===== src/rtl/adder_pkg.sv =====
// Shared encodings for the nibble-serial adder: FSM states and the nibble width.
package adder_pkg;

    localparam int NIBBLE = 4;

    typedef enum logic [1:0] {
        ST_IDLE = 2'b00,
        ST_RUN  = 2'b01,
        ST_DONE = 2'b10
    } state_t;

endpackage


===== src/rtl/ripple_adder.sv =====
// 4-bit ripple-carry adder: s = a + b + ci, co = carry out of bit 3.
module ripple_adder (
    input  logic [3:0] a,
    input  logic [3:0] b,
    input  logic       ci,
    output logic [3:0] s,
    output logic       co
);

    logic [4:0] c;

    always_comb begin
        c    = '0;
        s    = '0;
        c[0] = ci;
        for (int i = 0; i < 4; i++) begin
            s[i]     = a[i] ^ b[i] ^ c[i];
            c[i+1]   = (a[i] & b[i]) | (c[i] & (a[i] ^ b[i]));
        end
        co = c[4];
    end

endmodule


===== src/rtl/nibble_serial_adder.sv =====
// WIDTH-bit adder that reuses one 4-bit ripple adder, one nibble per clock,
// LSB nibble first, with valid/ready handshakes on operand and result sides.
module nibble_serial_adder
    import adder_pkg::*;
#(
    parameter int WIDTH = 16
) (
    input  logic             clk,
    input  logic             rst,
    input  logic             in_valid,
    output logic             in_ready,
    input  logic [WIDTH-1:0] a,
    input  logic [WIDTH-1:0] b,
    input  logic             cin,
    output logic             out_valid,
    input  logic             out_ready,
    output logic [WIDTH-1:0] sum,
    output logic             cout
);

    localparam int N  = WIDTH / NIBBLE;
    localparam int CW = $clog2(N + 1);

    generate
        if ((WIDTH % NIBBLE) != 0 || WIDTH < NIBBLE) begin : g_width_check
            $error("nibble_serial_adder: WIDTH must be a multiple of 4 and >= 4");
        end
    endgenerate

    state_t           state;
    logic [WIDTH-1:0] a_sh;
    logic [WIDTH-1:0] b_sh;
    logic [WIDTH-1:0] sum_next;
    logic             cy;
    logic [CW-1:0]    cnt;
    logic [3:0]       s4;
    logic             c4;

    ripple_adder u_nibble_add (
        .a  (a_sh[NIBBLE-1:0]),
        .b  (b_sh[NIBBLE-1:0]),
        .ci (cy),
        .s  (s4),
        .co (c4)
    );

    // Result nibbles enter at the top so after N steps the LSB nibble lands at bit 0.
    always_comb begin
        sum_next = sum >> NIBBLE;
        sum_next[WIDTH-1 -: NIBBLE] = s4;
    end

    always_ff @(posedge clk) begin
        if (rst) begin
            state <= ST_IDLE;
            a_sh  <= '0;
            b_sh  <= '0;
            cy    <= 1'b0;
            cnt   <= '0;
            sum   <= '0;
            cout  <= 1'b0;
        end else begin
            case (state)
                ST_IDLE: begin
                    if (in_valid) begin
                        a_sh  <= a;
                        b_sh  <= b;
                        cy    <= cin;
                        cnt   <= '0;
                        sum   <= '0;
                        state <= ST_RUN;
                    end
                end
                ST_RUN: begin
                    a_sh <= a_sh >> NIBBLE;
                    b_sh <= b_sh >> NIBBLE;
                    sum  <= sum_next;
                    cy   <= c4;
                    cnt  <= cnt + CW'(1);
                    if (cnt == CW'(N - 1)) begin
                        cout  <= c4;
                        state <= ST_DONE;
                    end
                end
                ST_DONE: begin
                    if (out_ready) begin
                        state <= ST_IDLE;
                    end
                end
                default: state <= ST_IDLE;
            endcase
        end
    end

    assign in_ready  = (state == ST_IDLE);
    assign out_valid = (state == ST_DONE);

endmodule


===== config.mk =====
export PLATFORM = sky130hd
export DESIGN_NAME = nibble_serial_adder
export DESIGN_NICKNAME = d
export VERILOG_FILES = /design/src/rtl/adder_pkg.sv /design/src/rtl/ripple_adder.sv /design/src/rtl/nibble_serial_adder.sv
export SDC_FILE = /design/constraint.sdc
export NUM_CORES = 1
export LEC_CHECK = 0
export ABC_CLOCK_PERIOD_IN_PS = 4360
export CORE_UTILIZATION = 45
export CTS_CLUSTER_SIZE = 8
export DETAILED_ROUTE_END_ITERATION = 6
export GPL_ROUTABILITY_DRIVEN = 0
export PLACE_DENSITY_LB_ADDON = 0.3
export RECOVER_POWER = 100
export SKIP_CTS_REPAIR_TIMING = 1
export SLEW_MARGIN = 10
export SYNTH_ARGS = -nofsm -noshare
export SYNTH_HDL_FRONTEND = slang
export SYNTH_SLANG_ARGS = --single-unit

===== constraint.sdc =====
create_clock -name clk -period 4.36 [get_ports clk]
set_input_delay 0.436 -clock clk [delete_from_list [all_inputs] [get_ports clk]]
set_output_delay 0.436 -clock clk [all_outputs]
set_load 0.02 [all_outputs]

---- Yosys cells after proc, flatten, opt, wreduce, memory -nomap -nowiden ----
Index checks and enable logic that the tools add are counted.
operators by class
  equal/unequal tests ..................... 6
  bitwise logic cells ..................... 20
  $add $sub $neg .......................... 1
  reduce and logical (&&, ||, !) cells .... 5
  mux-type cells .......................... 14
operators by type and width
  kind                   number
  $pmux W16 S2           3
  $mux W16               3
  $and A1 B1 Y1          8
  $xor A1 B1 Y1          8
  $mux W2                3
  $pmux W2 S3            1
  $pmux W3 S2            1
  $ne A2 B2 Y1 const B   2
  $or A1 B1 Y1           4
  $reduce_and A2 Y1      2
  $add A3 B1 Y3 const B  1
  $eq A3 B2 Y1 const B   1
  $mux W3                1
  $reduce_and A3 Y1      1
  $eq A2 B1 Y1 const B   1
  $eq A2 B2 Y1 const B   1
  $logic_not A2 Y1       1
  $ne A2 B1 Y1 const B   1
  $pmux W1 S2            1
  $reduce_bool A2 Y1     1
  $mux W1                1
storage, ports and cells
  bits in registers ....................... 55
  input port bits ......................... 37
  output and inout port bits .............. 19
  logic and storage cells ................. 53

---- Longest topological paths before layout ----
  depth in word-level cells ............... 10
  gate-level depth with buffers ........... 9
  depth with buffers taken out ............ 9

---- Modules after synthesis ----
From an unflattened synthesis, not the netlist that was laid out.
unflattened totals
  cells, all modules ...................... 235
  area, all modules ....................... 2357.3 sq um
by module, submodules not included
  module               times used  area each (sq um)  cells each  seq. area each (sq um)
  nibble_serial_adder  1           2239.6             221         1101.1
  ripple_adder         1           117.6              14          0.0

---- Least setup slack after synthesis ----
OpenSTA, ideal clock, no wires.
  path type ............................... register -> register
  start ................................... reg a_sh[0]
  end ..................................... reg sum[15]
  cell stages (with the launch flop) ...... 10
  setup slack ............................. 2338 ps
  setup time .............................. 65 ps
  arrival time ............................ 1957 ps
  clock period less this slack ............ 2022 ps
  cells stage by stage .................... dfxtp_1 inv_1 fa_1 inv_1 fa_1 fa_1 inv_1 fa_1 a2bb2oi_1 nor2_1
between the ends
  cells in the longest elaborated chain, start to end .. 9
  elaborated cells between the ends (all ways) .. 10
  classes of those cells .................. mux: 1; bitwise: 9
ends and longest elaborated chain
  item                    line                       source
  start, declared         nibble_serial_adder.sv:31  logic [WIDTH-1:0] a_sh;
  start signal, assigned  nibble_serial_adder.sv:75  a_sh <= a_sh >> NIBBLE;
  $xor A1 B1 Y1           ripple_adder.sv:18         c[i+1] = (a[i] & b[i]) | (c[i] & (a[i] ^ b[i]));
  $and A1 B1 Y1           ripple_adder.sv:18
  $or A1 B1 Y1 (*)        ripple_adder.sv:18
  $and A1 B1 Y1 (*)       ripple_adder.sv:18
  $or A1 B1 Y1 (*)        ripple_adder.sv:18
  $and A1 B1 Y1 (*)       ripple_adder.sv:18
  $or A1 B1 Y1 (*)        ripple_adder.sv:18
  $xor A1 B1 Y1 (*)       ripple_adder.sv:17         s[i] = a[i] ^ b[i] ^ c[i];
  $pmux W16 S2 (*)        nibble_serial_adder.sv:63  case (state)
  end signal, assigned    nibble_serial_adder.sv:77  sum <= sum_next;
  end, declared           nibble_serial_adder.sv:17  output logic [WIDTH-1:0] sum,
Mark *: on every way between the ends. The rest lies on a longest branch, timed or not.
A chain may end at the register's enable or synchronous reset.

---- Final worst setup path ----
  start ................................... in in_valid
  end ..................................... reg a_sh[14]
between the ends
  cells in the longest elaborated chain, start to end .. 2
ends and longest elaborated chain
  item                                line                       source
  start, declared                     nibble_serial_adder.sv:10  input logic in_valid,
  $ne A2 B2 Y1 (no source line)       -
  $reduce_and A2 Y1 (no source line)  -
No other way between the ends.

==> metrics.md <==
| Metric | Value |
|---|---|
| Core Box Area | `0.00488 mm^2` |
| Fillers | `477` |
| Final WL | `4990 um` |
| CTS buffer count | `5` |
| I/O Buffers | `55` |
| Final Setup Violations | `0` |
| CP required | `4590 ps` |
| Die area | `0.00552 mm^2` |
| Syn nets | `273` |
| Global-route wire length before repair | `8190 um` |
| Chip width | `74.3 um` |
| Net Switching | `0.246 mW` |
| DP Wirelength | `3280 um` |
| All-Layer GR Usage | `0.198` |
| CTS tree | `done` |
| Non-Filler Instances | `344` |
| Die Y-Extent | `74.3 um` |
| Hold crit path type | `flop to flop` |
| P per Cell Area | `338 mW/mm^2` |
| Top post-synthesis cells by area | `dfxtp_1 (47%), o221a_1 (9.6%), a21oi_2 (8.2%)` |
| Delay-heaviest family, CP | `compound AO/OA/AOI/OAI gates` |
| Syn Area/Cell | `10.2 um^2` |
| Clk root buf | `clkbuf_8` |
| CTS H-Tree Depth | `2` |
| Slew headroom | `-0.345` |
| Fin crit share | `0.617` |
| Kind of critical path | `input port to flop` |
| Hold_ws | `502 ps` |
| Placed instance count | `336` |
| Share of layout cells above drive strength 1 | `0.0686` |
| Max FO, Critical Path | `28` |
| RSZ-0062 raised after global routing | `no` |
| Initial antenna violation count | `0` |
| Number of distinct library cells after synthesis | `25` |
| NumNets Final | `319` |
| Number of cell rows | `25` |
| Post-Syn Instances | `230` |
| Combinational group share of total power | `0.158` |
| Critical path's largest stage delay | `1530 ps` |
| Initial DRT Pass Iterations | `4` |
| GRT Residual Overflow | `0` |
| Failing checks | `capacitance limit, slew limit` |
| Final TNS setup | `0 ps` |
| Initial drt markers | `143` |
| Least-Margin Pin Slew | `2010 ps` |
| Internal cell power | `0.724 mW` |
| Arrival time at the worst endpoint | `2920 ps` |
| Sequential power share | `0.569` |
| Clk_lat worst skew | `300 ps` |
| Status | `finished with violations` |
| Clock power frac | `0.272` |
| Max-cap violation count | `1` |
| Max Buffers Root-to-Sink | `2` |
| Synth warn | `0` |
| Worst-path clk slew | `90 ps` |
| Vias in the first global route | `1750` |
| Via density per instance | `5.34` |
| Area share of the largest cell type after synthesis | `0.468` |
| Layout area overhead | `22.1%` |
| Synthesized cell area | `0.00235 mm^2` |
| Peak Freq | `372 MHz` |
| Synthesis-stage register bit count | `55` |
| DRC errors left | `0` |
| Vias | `1836` |
| Worst setup EP type | `flop` |
| Worst setup SP type | `input port` |
| Post-route ant nets | `0` |
| Drt wl/cell | `14.5 um` |
| Ports | `56` |
| Synth area leader | `dfxtp_1` |
| Max-slew violations | `29` |
| CP Cell Sequence | `dlygate4sd3_1 > o21bai_1 > a22oi_1 > nor2_1` |
| Setup ws final | `1670 ps` |
| Starting Density | `0.482` |
| Hold Violations, Final | `0` |
| Diode count | `0` |
| Largest net degree at the start of global routing | `30` |
| Switching share of power | `0.254` |
| Crit-path slowest cell | `o21bai_1` |
| Sequential fraction of the synthesis area | `0.468` |
| Setup Skew | `6.68 ps` |
| P_leak | `1.12 nW` |
| Pre-CTS setup slack | `2100 ps` |
| Worst VDD drop | `153 uV` |
| Worst path bufs/invs | `1` |
| Tmin final | `2690 ps` |
| CTS Sinks | `55` |
==> worst min-delay path, delay by kind of cell, from the launching register on <==
| kind | cells | cell delay (ps) |
|---|---|---|
| and+or+nand+nor | 1 | 80 |
| DFF | 1 | 330 |
| AOI/OAI and AO/OA | 1 | 60 |
==> Yosys cell counts <==
library cell and instances:
nor2_2 2, o221a_1 20, a2bb2oi_1 3, buf_4 1, nand2_1 1, a311oi_1 1
inv_1 33, nor3b_2 1, fa_1 4, ha_1 2, a22oi_1 24, a211oi_1 1
o221a_2 5, nand2b_1 1, a21oi_2 22, o21bai_4 1, mux2i_1 1, buf_1 1
dfxtp_1 55, nor2_1 29, buf_2 8, a21oi_1 4, buf_6 5, nor2b_1 2
clkbuf_1 3
==> through the flow <==
| stage | area [um^2] | util | total power, mW |
|---|---|---|---|
| floorplan | 2350 | - | 0.671 |
| global placement | 2880 | 0.591 | 0.730 |
| detailed placement | 2880 | 0.591 | 0.732 |
| finish | 2870 | 0.588 | 0.970 |
| global route | 2870 | 0.588 | 1.02 |
| CTS | 2970 | 0.608 | 0.995 |
==> cells in the final DEF, fill, tap and decap left out <==
cell type / synthesis / layout
nor3b_2: 1 / 1
clkbuf_8: 0 / 5
clkbuf_1: 3 / 2
a21oi_2: 22 / 2
clkdlybuf4s50_1: 0 / 34
nor2_1: 29 / 29
ha_1: 2 / 2
clkinv_2: 0 / 1
dlygate4sd3_1: 0 / 20
a21oi_1: 4 / 24
nor2b_1: 2 / 2
nand2_1: 1 / 1
o221a_2: 5 / 5
dfxtp_1: 55 / 55
inv_1: 33 / 33
a2bb2oi_1: 3 / 3
a22oi_1: 24 / 24
a211oi_1: 1 / 1
fa_1: 4 / 4
buf_4: 1 / 2
a311oi_1: 1 / 1
o21bai_1: 0 / 1
mux2i_1: 1 / 1
buf_2: 8 / 1
nor2_2: 2 / 2
nand2b_1: 1 / 1
o221a_1: 20 / 20
==> registers in the layout, summed over array words and instances (netlist names) <==
signal and flops:
a_sh 16, b_sh 16, cnt 3, cout 1, cy 1, state 2, sum 16
==> cells by family (layout without fill, tap and decap cells) <==
logic type | Yosys count | count (layout) | synth area share
flip-flops | 55 | 55 | 0.468
buffers and inverters | 51 | 98 | 0.103
multiplexers | 1 | 1 | 0.00426
AO/OA/AOI/OAI | 81 | 81 | 0.313
AND/OR/NAND/NOR | 36 | 36 | 0.0665
adder cells (fa/ha/maj) | 6 | 6 | 0.0447
==> power by group through the flow <==
stage               sequential, mW  clock (mW)  combinational (mW)
floorplan                    0.562           0               0.109
global placement             0.564           0               0.166
detailed placement           0.564           0               0.168
CTS                          0.553       0.273               0.169
global route                 0.557       0.296               0.170
finish                       0.552       0.264               0.154
==> layer usage <==
layer  vias up  GRT usage  wire (um)
met2        52      0.309       2320
li1        900          -          -
met4         0     0.0566         36
met3         2     0.0569        326
met5         -          0          0
met1       882      0.270       2310
==> final timing paths <==
| check | endpoint | startpoint | slack, ps | cells past startpoint |
|---|---|---|---|---|
| min reg2reg | sum[2] | sum[2] | 500 | 2 |
| max | a_sh[14] | in_valid | 1670 | 4 |
| max reg2reg | a_sh[14] | state[0] | 1960 | 3 |
| min | sum[2] | sum[2] | 500 | 2 |
==> final cells by class <==
class                   instances  area (um^2)  area share
clock inverters                 1         5.00     0.00174
inverters                      33          124      0.0431
repair buffers                 57          561       0.195
clock buffers                   7         76.3      0.0266
multi-input cells             124          921       0.321
well taps                      67         83.8      0.0292
flip-flops and latches         55         1100       0.383
Note: power is estimated with default switching activity, not from simulation.
